$ cat config.mk
export PLATFORM = sky130hd
export DESIGN_NAME = bin2bcd_seq
export DESIGN_NICKNAME = d
export VERILOG_FILES = /design/src/rtl/bin2bcd_seq.sv
export SDC_FILE = /design/constraint.sdc
export NUM_CORES = 1
export LEC_CHECK = 0
export BUFFER_PORTS_ARGS = -buffer_cell sky130_fd_sc_hd__clkbuf_2
export CAP_MARGIN = 5
export CORE_MARGIN = 2
export CORE_UTILIZATION = 59
export CTS_BUF_LIST = sky130_fd_sc_hd__clkbuf_2 sky130_fd_sc_hd__clkbuf_4 sky130_fd_sc_hd__clkbuf_8
export CTS_CLUSTER_SIZE = 25
export DETAILED_ROUTE_END_ITERATION = 8
export PLACE_DENSITY = 0.82
export SLEW_MARGIN = 20
export SYNTH_ARGS = -nofsm -noshare
export SYNTH_HDL_FRONTEND = slang
export SYNTH_SLANG_ARGS = --single-unit
$ cat constraint.sdc
create_clock -name clk -period 4.05 [get_ports clk]
set_clock_uncertainty 0.15 [all_clocks]
set_input_delay 0.405 -clock clk [delete_from_list [all_inputs] [get_ports clk]]
set_output_delay 0.405 -clock clk [all_outputs]
set_load 0.1 [all_outputs]
$ cat src/rtl/bin2bcd_seq.sv
// Sequential double-dabble binary-to-BCD converter with leading-zero mask and saturation.
// One conversion per BIN_W+1 cycles: accept in IDLE, then BIN_W shift steps.
module bin2bcd_seq #(
    parameter int BIN_W  = 14,
    parameter int DIGITS = 4
) (
    input  logic                  clk,
    input  logic                  rst,
    input  logic                  in_valid,
    output logic                  in_ready,
    input  logic [BIN_W-1:0]      bin_in,
    output logic                  out_valid,
    output logic [4*DIGITS-1:0]   bcd_out,
    output logic [DIGITS-1:0]     lz_mask,
    output logic                  ovf
);

    localparam int SW    = 4 * DIGITS;
    localparam int CNT_W = $clog2(BIN_W + 1);

    localparam logic [0:0] ST_IDLE  = 1'b0;
    localparam logic [0:0] ST_SHIFT = 1'b1;

    function automatic longint unsigned pow10(input int n);
        longint unsigned p;
        p = 1;
        for (int k = 0; k < n; k++) begin
            p = p * 10;
        end
        return p;
    endfunction

    localparam longint unsigned SAT_LIMIT = pow10(DIGITS);

    logic [0:0]       r_state;
    logic [BIN_W-1:0] r_shift;
    logic [SW-1:0]    r_scratch;
    logic [CNT_W-1:0] r_cnt;
    logic             r_sat;
    logic             r_outValid;
    logic [SW-1:0]    r_bcd;
    logic [DIGITS-1:0] r_lz;
    logic             r_ovf;

    logic [SW-1:0]     w_adj;
    logic [SW-1:0]     w_stepScratch;
    logic [BIN_W-1:0]  w_stepShift;
    logic [DIGITS-1:0] w_lz;
    logic              w_sat;

    assign w_sat = (64'(bin_in) >= SAT_LIMIT);

    // One double-dabble step: per-nibble add-3 correction, then shift the binary MSB in.
    always_comb begin
        w_adj = '0;
        for (int d = 0; d < DIGITS; d++) begin
            if (r_scratch[4*d +: 4] >= 4'd5) begin
                w_adj[4*d +: 4] = r_scratch[4*d +: 4] + 4'd3;
            end else begin
                w_adj[4*d +: 4] = r_scratch[4*d +: 4];
            end
        end
        w_stepScratch = {w_adj[SW-2:0], r_shift[BIN_W-1]};
        w_stepShift   = {r_shift[BIN_W-2:0], 1'b0};
    end

    // Digit i is blank only if it and every more significant digit are zero; digit 0 never blanks.
    always_comb begin : lzCalc
        logic zeroAbove;
        zeroAbove = 1'b1;
        w_lz      = '0;
        for (int d = DIGITS - 1; d >= 1; d--) begin
            zeroAbove = zeroAbove & (w_stepScratch[4*d +: 4] == 4'd0);
            w_lz[d]   = zeroAbove;
        end
    end

    always_ff @(posedge clk or posedge rst) begin
        if (rst) begin
            r_state    <= ST_IDLE;
            r_shift    <= '0;
            r_scratch  <= '0;
            r_cnt      <= '0;
            r_sat      <= 1'b0;
            r_outValid <= 1'b0;
            r_bcd      <= '0;
            r_lz       <= '0;
            r_ovf      <= 1'b0;
        end else begin
            r_outValid <= 1'b0;
            if (r_state == ST_IDLE) begin
                if (in_valid) begin
                    r_shift   <= bin_in;
                    r_scratch <= '0;
                    r_cnt     <= CNT_W'(BIN_W);
                    r_sat     <= w_sat;
                    r_state   <= ST_SHIFT;
                end
            end else begin
                r_scratch <= w_stepScratch;
                r_shift   <= w_stepShift;
                r_cnt     <= r_cnt - 1'b1;
                if (r_cnt == CNT_W'(1)) begin
                    r_state    <= ST_IDLE;
                    r_outValid <= 1'b1;
                    if (r_sat) begin
                        r_bcd <= {DIGITS{4'h9}};
                        r_lz  <= '0;
                        r_ovf <= 1'b1;
                    end else begin
                        r_bcd <= w_stepScratch;
                        r_lz  <= w_lz;
                        r_ovf <= 1'b0;
                    end
                end
            end
        end
    end

    assign in_ready  = ~rst & (r_state == ST_IDLE);
    assign out_valid = r_outValid;
    assign bcd_out   = r_bcd;
    assign lz_mask   = r_lz;
    assign ovf       = r_ovf;

endmodule
# Word-level counts from Yosys, hierarchy flattened
# Index checks and enable logic that the tools add are counted.
[totals]
regBits = 58
latchBits = 0
ram_bits = 0
rom_bits = 0
in_bits = 17
out_inout_bits = 23
wordCells = 49
n_memories = 0
[op_classes]
n_addsub = 5
n_mul = 0
n_div = 0
n_lt_le_gt_ge = 5
n_eq_ne = 1
shifts = 0
muxes = 18
bitwise = 5
n_reduce_logical = 6
[ops]
columns = ["op", "count"]
rows = [
  ["2-to-1 mux 16 bit", 3],
  ["2-to-1 mux 14 bit", 2],
  ["2-to-1 mux 4 bit", 6],
  [">= comparator 4 x 3 -> 1 bit, second input constant", 4],
  [">= comparator 14 bit, second input constant", 1],
  ["adder 4 x 2 -> 4 bit, second input constant", 3],
  ["logical NOT 4 bit", 3],
  ["2-to-1 mux 1 bit", 6],
  ["== test 4 x 1 -> 1 bit, second input constant", 1],
  ["AND reduction 2 bit", 2],
  ["subtractor 4 x 1 -> 4 bit, second input constant", 1],
  ["adder 3 x 2 -> 3 bit, second input constant", 1],
  ["bitwise AND 1 bit", 3],
  ["2-to-1 mux 3 bit", 1],
  ["NOT 1 bit", 2],
  ["nonzero test 2 bit", 1],
]

# Longest topological paths before layout
# Gate-level depths: netlist of the first run.
[logic_depth]
depth_word = 6
depth_mapped = 8
depth_no_buf = 7

# Least setup slack after synthesis of the first run
# No wires, ideal clock.
[synth_path]
path_type = "reg2out"
from = "reg r_state"
to = "out in_ready"
arrival_time_ps = 2081
required_ps = 3495
setup_slack_ps = 1414
stages_incl_launch_ff = 4
path_buffers = 2
cell_sequence = "dfrtp_1 -> clkbuf_1 -> clkbuf_1 -> nor2_1"
[synth_via]
elab_chain_cells = 2
[synth_rtl]
columns = ["item", "line", "rtl"]
rows = [
  ["from (decl)", "35", "logic [0:0] r_state;"],
  ["from (signal assigned)", "80", "r_state <= ST_IDLE;"],
  ["from (signal assigned)", "97", "r_state <= ST_SHIFT;"],
  ["from (signal assigned)", "104", "r_state <= ST_IDLE;"],
  ["NOT 1 bit", "120", "assign in_ready = ~rst & (r_state == ST_IDLE);"],
  ["bitwise AND 1 bit", "120", ""],
  ["to (decl)", "10", "output logic in_ready,"],
]
# Every way passes these cells.

# Worst setup path in the final report of the first run
[layout_path]
from = "reg r_cnt[1]"
to = "reg r_lz[1] (netlist: lz_mask[1])"
[layout_via]
elab_chain_cells = 2
[layout_rtl]
columns = ["item", "line", "rtl"]
rows = [
  ["from (decl)", "38", "logic [CNT_W-1:0] r_cnt;"],
  ["from (signal assigned)", "95", "r_cnt <= CNT_W'(BIN_W);"],
  ["from (signal assigned)", "102", "r_cnt <= r_cnt - 1'b1;"],
  ["== test 4 x 1 -> 1 bit", "103", "if (r_cnt == CNT_W'(1)) begin"],
  ["AND reduction 2 bit (no source line)", "-", ""],
  ["to (signal assigned)", "112", "r_lz <= w_lz;"],
  ["to (decl)", "42", "logic [DIGITS-1:0] r_lz;"],
]
# Every way passes these cells.
# A chain may end at the register's enable or synchronous reset.

==> metrics.yaml, run 1 <==
drt:
  drc: 0
  wl_per_cell_um: 15.24
  drtPass1Iterations: 4
  drtIter0Drc: 195
  totalWireLength_mm: 5.655
  num_vias: 2143
  vias_per_cell: 5.776
  ant_nets: 0
worst_setup_path:
  cpPeakStageDelay_ps: 550
  worstSetupStartpointType: "register"
  critPathKind: "register to register"
  crit_start: "r_cnt[1]"
  reg2reg_from: "r_cnt[1]"
  cp_cell_sequence: "inv_1 > ha_1 > nand4bb_1 > a2111o_1 > a211o_1 > nor4_2 > a32o_1"
  required_ps: 4170
  critPathSlowestCell: "nand4bb_1"
  setup.worst_path.end_class: "register"
  path_max_fanout: 16
  arrival_ps: 2840
clock_tree:
  clock_sinks: 57
  path_clk_slew_ps: 70
  cts-resized-gates: 0
  postCtsHoldBufs: 0
  root_buffer: "clkbuf_8"
  post-cts-setup-buffers: 0
  clockBufferDepth: 2
  cts-buffers-inserted: 9
  cts.htree.levels: 3
  cts_tree: "yes"
  clk_latency_ps: 330
yosys:
  ys_top_cells_by_area: "dfrtp_1 51%, mux2i_1 7.9%, nand2_1 4.7%"
  synth_cells: 278
  yosys.cell_types.count: 33
  syn_nets: 305
  synthArstFlopShare_pct: 100.0
  yosysTopAreaCellShare_pct: 51.28
  synth_edf_count: 0
  synth_seq_cells: 57
  synth_ff_type: "dfrtp_1"
  yosysTopAreaCell: "dfrtp_1"
  ys_warn_count: 0
  synth_area_sq_mm: 0.002781
  syn-mean-instance-area_sq_um: 10.01
  yosysSeqAreaShare_pct: 51.28
placed_design:
  gp_congestion: 0.8665
  dpl.cell_count: 355
  pre_cts_ws_ps: 1301
  numPortBuffers: 38
  hpwl_mm: 3.737
  placed_area_sq_mm: 0.002993
floorplan:
  die_h_um: 72.66
  core-area_sq_mm: 0.004444
  initial_utilization_pct: 62.58
  ioPinCount: 40
  die_area_sq_mm: 0.005279
  fp.dieW_um: 72.66
  rows: 24
finish:
  fin_cells: 371
  syn2layout_area_growth_pct: 15.34
  multi_input_area_sq_mm: 0.001246
  final_area_sq_mm: 0.003208
  fillCellCount: 324
  num-nets-final: 341
  drive_gt1_share_pct: 18.81
  antennaDiodeCount: 0
  seq_area_sq_mm: 0.001428
sta:
  worst_slack_ps: 1325
  relSlewSlack_pct: 39.47
  timing_hold_violations_final: 20
  final-setup-viol-count: 0
  worst_slew_pin_slew_ps: 904.5
  hold_ws_ps: -12.60
  fmax_mhz: 367.0
  fin_crit_sh_pct: 67.29
  rsz0062_at_grt: "false"
  period_minus_slack_ps: 2725
  slew_violations: 0
  tns_ps: 0
global_route:
  overflow: 0
  grt_pass1_vias: 2071
  grt_max_degree: 68
  grt_pass1_wl_mm: 9.694
  antenna_found_initial: 0
  grt_use_total_pct: 24.08
run_status:
  violations: "hold timing"
  status: "finished with violations"
flow_run:
  cap_viol_max_count: 0
min_path:
  hold_path.class: "primary input to asynchronous set/reset pin"
-- kinds of logic after synthesis --
logic type / Yosys count / synth area share [%]
buf+inv: 28 / 3.914
compound gates: 69 / 15.16
xor+xnor: 4 / 1.259
mux: 23 / 8.322
fa+ha+maj: 10 / 4.498
simple gates: 86 / 15.43
other cells: 1 / 0.1348
flops: 57 / 51.28
-- synthesized netlist by cell type (2+ instances only) --
library cell and instances:
clkbuf_1 13, a31oi_1 2, nand2b_1 13, inv_1 13
nand3_1 4, nor2_1 16, and2_1 2, a21oi_1 19
xnor2_1 4, ha_1 10, dfrtp_1 57, nor3b_1 10
a22o_1 8, mux2i_1 22, nand2_1 35, o31ai_1 8
o21ai_0 26
-- critical path, delay by kind of cell (launching register included) --
kind | cells | cell delay, ps
adder cells (fa/ha/maj) | 1 | 140
AND/OR/NAND/NOR | 2 | 880
flip-flops | 1 | 390
buffers and inverters | 1 | 90
AO/OA/AOI/OAI | 3 | 1020
-- sequential cells by signal, indices dropped and copies added (netlist names) --
name,flops
ovf,1
r_shift,14
r_scratch,16
bcd_out,16
out_valid,1
r_sat,1
r_state,1
lz_mask,3
r_cnt,4
-- layout make-up --
| class | instances | share of cell area (%) |
|---|---|---|
| Clock inverter | 4 | 1.560 |
| Timing Repair Buffer | 40 | 6.396 |
| Inverter | 13 | 1.521 |
| Tap cell | 52 | 2.028 |
| Clock buffer | 12 | 5.148 |
| Sequential cell | 57 | 44.50 |
| Multi-Input combinational cell | 193 | 38.85 |
-- per-layer routing --
metal,part of all wire [%],routed length [um],vias to the layer above,GRT usage [%]
met5,0,0,-,0
met3,4.9,279,8,4.972
met1,46,2583,1042,32.18
met4,1.2,68,0,10.70
met2,48,2724,58,38.08
li1,-,-,1035,-
-- cells in the final DEF, fill, tap and decap left out, drive strengths merged, types with 2 or more instances in the layout --
master    count
nor2         16
clkinvlp      2
nand2        35
nor4          2
o31ai         8
o21ai        26
xnor2         4
a31oi         2
nand3         4
inv          13
mux2i        22
ha           10
a22o          8
and2          2
a21oi        19
nand2b       13
dfrtp        57
clkbuf       50
nor3b        10
buf           2
-- path summary, 6_finish.rpt --
kind,slack [ps],end,cells past startpoint
setup reg to reg,1320,lz_mask[1],7
hold / removal,-10,r_shift[2],2
setup / recovery,1320,lz_mask[1],7
min in group clk,170,r_shift[0],3
hold reg to reg,340,bcd_out[15],1
max in group asynchronous,2980,r_scratch[2],3
-- per-stage QoR --
| step | util [%] | hold slack [ps] |
|---|---|---|
| 3_3_place_gp | 67.34 | 310.2 |
| 2_1_floorplan | - | 299.2 |
| 4_1_cts | 72.18 | 1.220 |
| 6_report | 72.18 | -12.60 |
| 5_1_grt | 72.18 | 47.81 |
| 3_5_place_dp | 67.34 | 320.0 |
Power of run 1 is left out: the tool's default activity adds up to more than one toggle a clock period on the data nets, which glitch-free logic cannot reach.
==> inputs of run 2 (changes only) <==
--- a/config.mk
+++ b/config.mk
@@ -5,14 +5,15 @@
 export SDC_FILE = /design/constraint.sdc
 export NUM_CORES = 1
 export LEC_CHECK = 0
+export ABC_AREA = 1
 export BUFFER_PORTS_ARGS = -buffer_cell sky130_fd_sc_hd__clkbuf_2
 export CAP_MARGIN = 5
 export CORE_MARGIN = 2
-export CORE_UTILIZATION = 59
+export CORE_UTILIZATION = 53
 export CTS_BUF_LIST = sky130_fd_sc_hd__clkbuf_2 sky130_fd_sc_hd__clkbuf_4 sky130_fd_sc_hd__clkbuf_8
 export CTS_CLUSTER_SIZE = 25
 export DETAILED_ROUTE_END_ITERATION = 8
-export PLACE_DENSITY = 0.82
+export PLACE_DENSITY = 0.78
 export SLEW_MARGIN = 20
 export SYNTH_ARGS = -nofsm -noshare
 export SYNTH_HDL_FRONTEND = slang
==> constraint.sdc (replaced) <==
create_clock -name clk -period 2.35 [get_ports clk]
set_clock_uncertainty 0.15 [all_clocks]
set_input_delay 0.235 -clock clk [delete_from_list [all_inputs] [get_ports clk]]
set_output_delay 0.235 -clock clk [all_outputs]
set_load 0.1 [all_outputs]
==> metrics.yaml, run 2 <==
run_status:
  status: "complete, no violations"
worst_setup_path:
  crit_path_end: "in_ready"
  critPathKind: "register to output pin"
  reg2reg_setup_slack_ps: 530
  cp_cell_sequence: "buf_4 > nor2_2 > clkbuf_2"
  r2r_cells: 10
  cpPeakStageDelay_ps: 460
  crit_start: "r_state"
  critPathSlowestCell: "clkbuf_2"
  setup.worst_path.end_class: "output pin"
  worstSetupStartpointType: "register"
  arrival_ps: 1530
  required_ps: 1970
  reg2reg_to: "lz_mask[1]"
  path_max_fanout: 20
  reg2reg_from: "r_cnt[1]"
floorplan:
  rows: 25
  core-area_sq_mm: 0.004786
  initial_utilization_pct: 55.95
  die_area_sq_mm: 0.005636
  fp.dieW_um: 75.08
  ioPinCount: 40
  die_h_um: 75.08
global_route:
  antenna_found_initial: 0
  grt_pass1_wl_mm: 10.11
  grt_max_degree: 31
  overflow: 0
  grt_pass1_vias: 2265
  grt_use_total_pct: 24.19
finish:
  drive_gt1_share_pct: 17.84
  final_common_cell: "nand2_1"
  final_cell_mix: "91 x nand2_1, 57 x dfrtp_1, 38 x clkbuf_2, 36 x inv_1, 22 x o21ai_0"
  antennaDiodeCount: 0
  num-nets-final: 393
  syn2layout_area_growth_pct: 20.61
yosys:
  synth_ff_type: "dfrtp_1"
  synth_edf_count: 0
  yosysTopAreaCellShare_pct: 53.27
  synth_area_sq_mm: 0.002678
  syn_nets: 342
  synth_most_common_cell: "nand2_1"
  synth_commonest_cells: "91 x nand2_1, 57 x dfrtp_1, 37 x inv_1"
  ys_top_cells_by_area: "dfrtp_1 53%, nand2_1 13%, inv_1 5.2%"
  yosys.cell_types.count: 26
  ys_warn_count: 0
  yosysTopAreaCell: "dfrtp_1"
  synth_cells: 315
  yosysSeqAreaShare_pct: 53.27
  synthArstFlopShare_pct: 100.0
  syn-mean-instance-area_sq_um: 8.500
  synth_seq_cells: 57
sta:
  fmax_mhz: 521.6
  final-setup-viol-count: 0
  fin_crit_sh_pct: 81.58
  relSlewSlack_pct: 59.95
  rsz0062_at_grt: "false"
  period_minus_slack_ps: 1917
  slew_violations: 0
  worst_slew_pin_slew_ps: 599.8
  tns_ps: 0
  timing_hold_violations_final: 0
min_path:
  hold_path.class: "primary input to register"
clock_tree:
  clock_sinks: 57
  cts_tree: "yes"
  cts-buffers-inserted: 9
  cts.htree.levels: 3
  cts-resized-gates: 0
  clockBufferDepth: 2
  path_clk_slew_ps: 70
  clk_latency_ps: 340
  root_buffer: "clkbuf_8"
  post-cts-setup-buffers: 0
  postCtsHoldBufs: 9
drt:
  num_vias: 2347
  drtIter0Drc: 185
  wl_per_cell_um: 13.74
  drtPass1Iterations: 7
  totalWireLength_mm: 6.006
  drc: 0
  vias_per_cell: 5.371
  ant_nets: 0
placed_design:
  numPortBuffers: 38
  hpwl_mm: 4.129
  gp_congestion: 0.8796
flow_run:
  cap_viol_max_count: 0
-- run 2: cell types whose count changed after synthesis, moves of 7 or more --
cell | before | now
o22ai_1 | 0 | 15
nand3_1 | 4 | 20
a22o_1 | 8 | 1
a21oi_1 | 19 | 4
o31ai_1 | 8 | 0
nand2_1 | 35 | 91
nor3b_1 | 10 | 0
clkbuf_1 | 13 | 2
mux2i_1 | 22 | 0
nand4_1 | 0 | 8
nand2b_1 | 13 | 0
inv_1 | 13 | 37
-- run 2: layout make-up --
cell class,count,area [sq um]
inverter,40,150.1
timing repair buffer,50,315.3
sequential,57,1426
fill,394,1556
tap,67,83.83
clock inverter,3,40.04
multi-input combinational,208,1055
clock buffer,12,158.9
-- run 2: kinds of logic after synthesis --
group	count (synthesis)	share of synthesized area [%]
buffers and inverters	50	7.430
other	1	0.1401
xor gates and xnor gates	1	0.3272
adders and majority gates	10	4.673
and+or+nand+nor	143	22.57
AOI/OAI and AO/OA	53	11.59
DFF	57	53.27
-- run 2: routing by layer --
| layer | track usage, % | vias up | part of all wire, % | wire length, um |
|---|---|---|---|---|
| li1 | - | 1134 | - | - |
| met1 | 30.43 | 1114 | 44 | 2647 |
| met2 | 40.16 | 85 | 48 | 2894 |
| met3 | 4.685 | 14 | 5.2 | 312 |
| met4 | 11.51 | 0 | 2.5 | 152 |
| met5 | 0 | - | 0 | 0 |
-- run 2: through the flow --
stage	std cells	hold slack (ps)	utilization (%)	area [sq um]	setup slack, ps
global route	437	36.59	67.48	3229	359.3
global placement	413	190.9	61.44	2940	626.6
CTS	437	9.531	67.48	3229	438.9
finish	437	17.21	67.48	3229	432.8
detailed placement	413	193.2	61.44	2940	553.7
floorplan	315	204.9	-	2680	427.6
-- run 2: worst min path at each step --
stage	start	endpoint	slack, ps	cells after the start
6_report	bin_in[6]	r_shift[6]	20	3
5_1_grt	bin_in[6]	r_shift[6]	40	3
2_1_floorplan	bin_in[10]	r_shift[10]	200	2
4_1_cts	bin_in[6]	r_shift[6]	10	3
3_3_place_gp	rst	r_shift[9]	190	2
3_5_place_dp	rst	r_shift[9]	190	2
-- run 2: critical path: cells and delay by family, from the launching register on --
family | cells | cell delay, ps
buffers and inverters | 2 | 680
flip-flops | 1 | 390
AND/OR/NAND/NOR | 1 | 130
Power of run 2 is left out for the same reason.
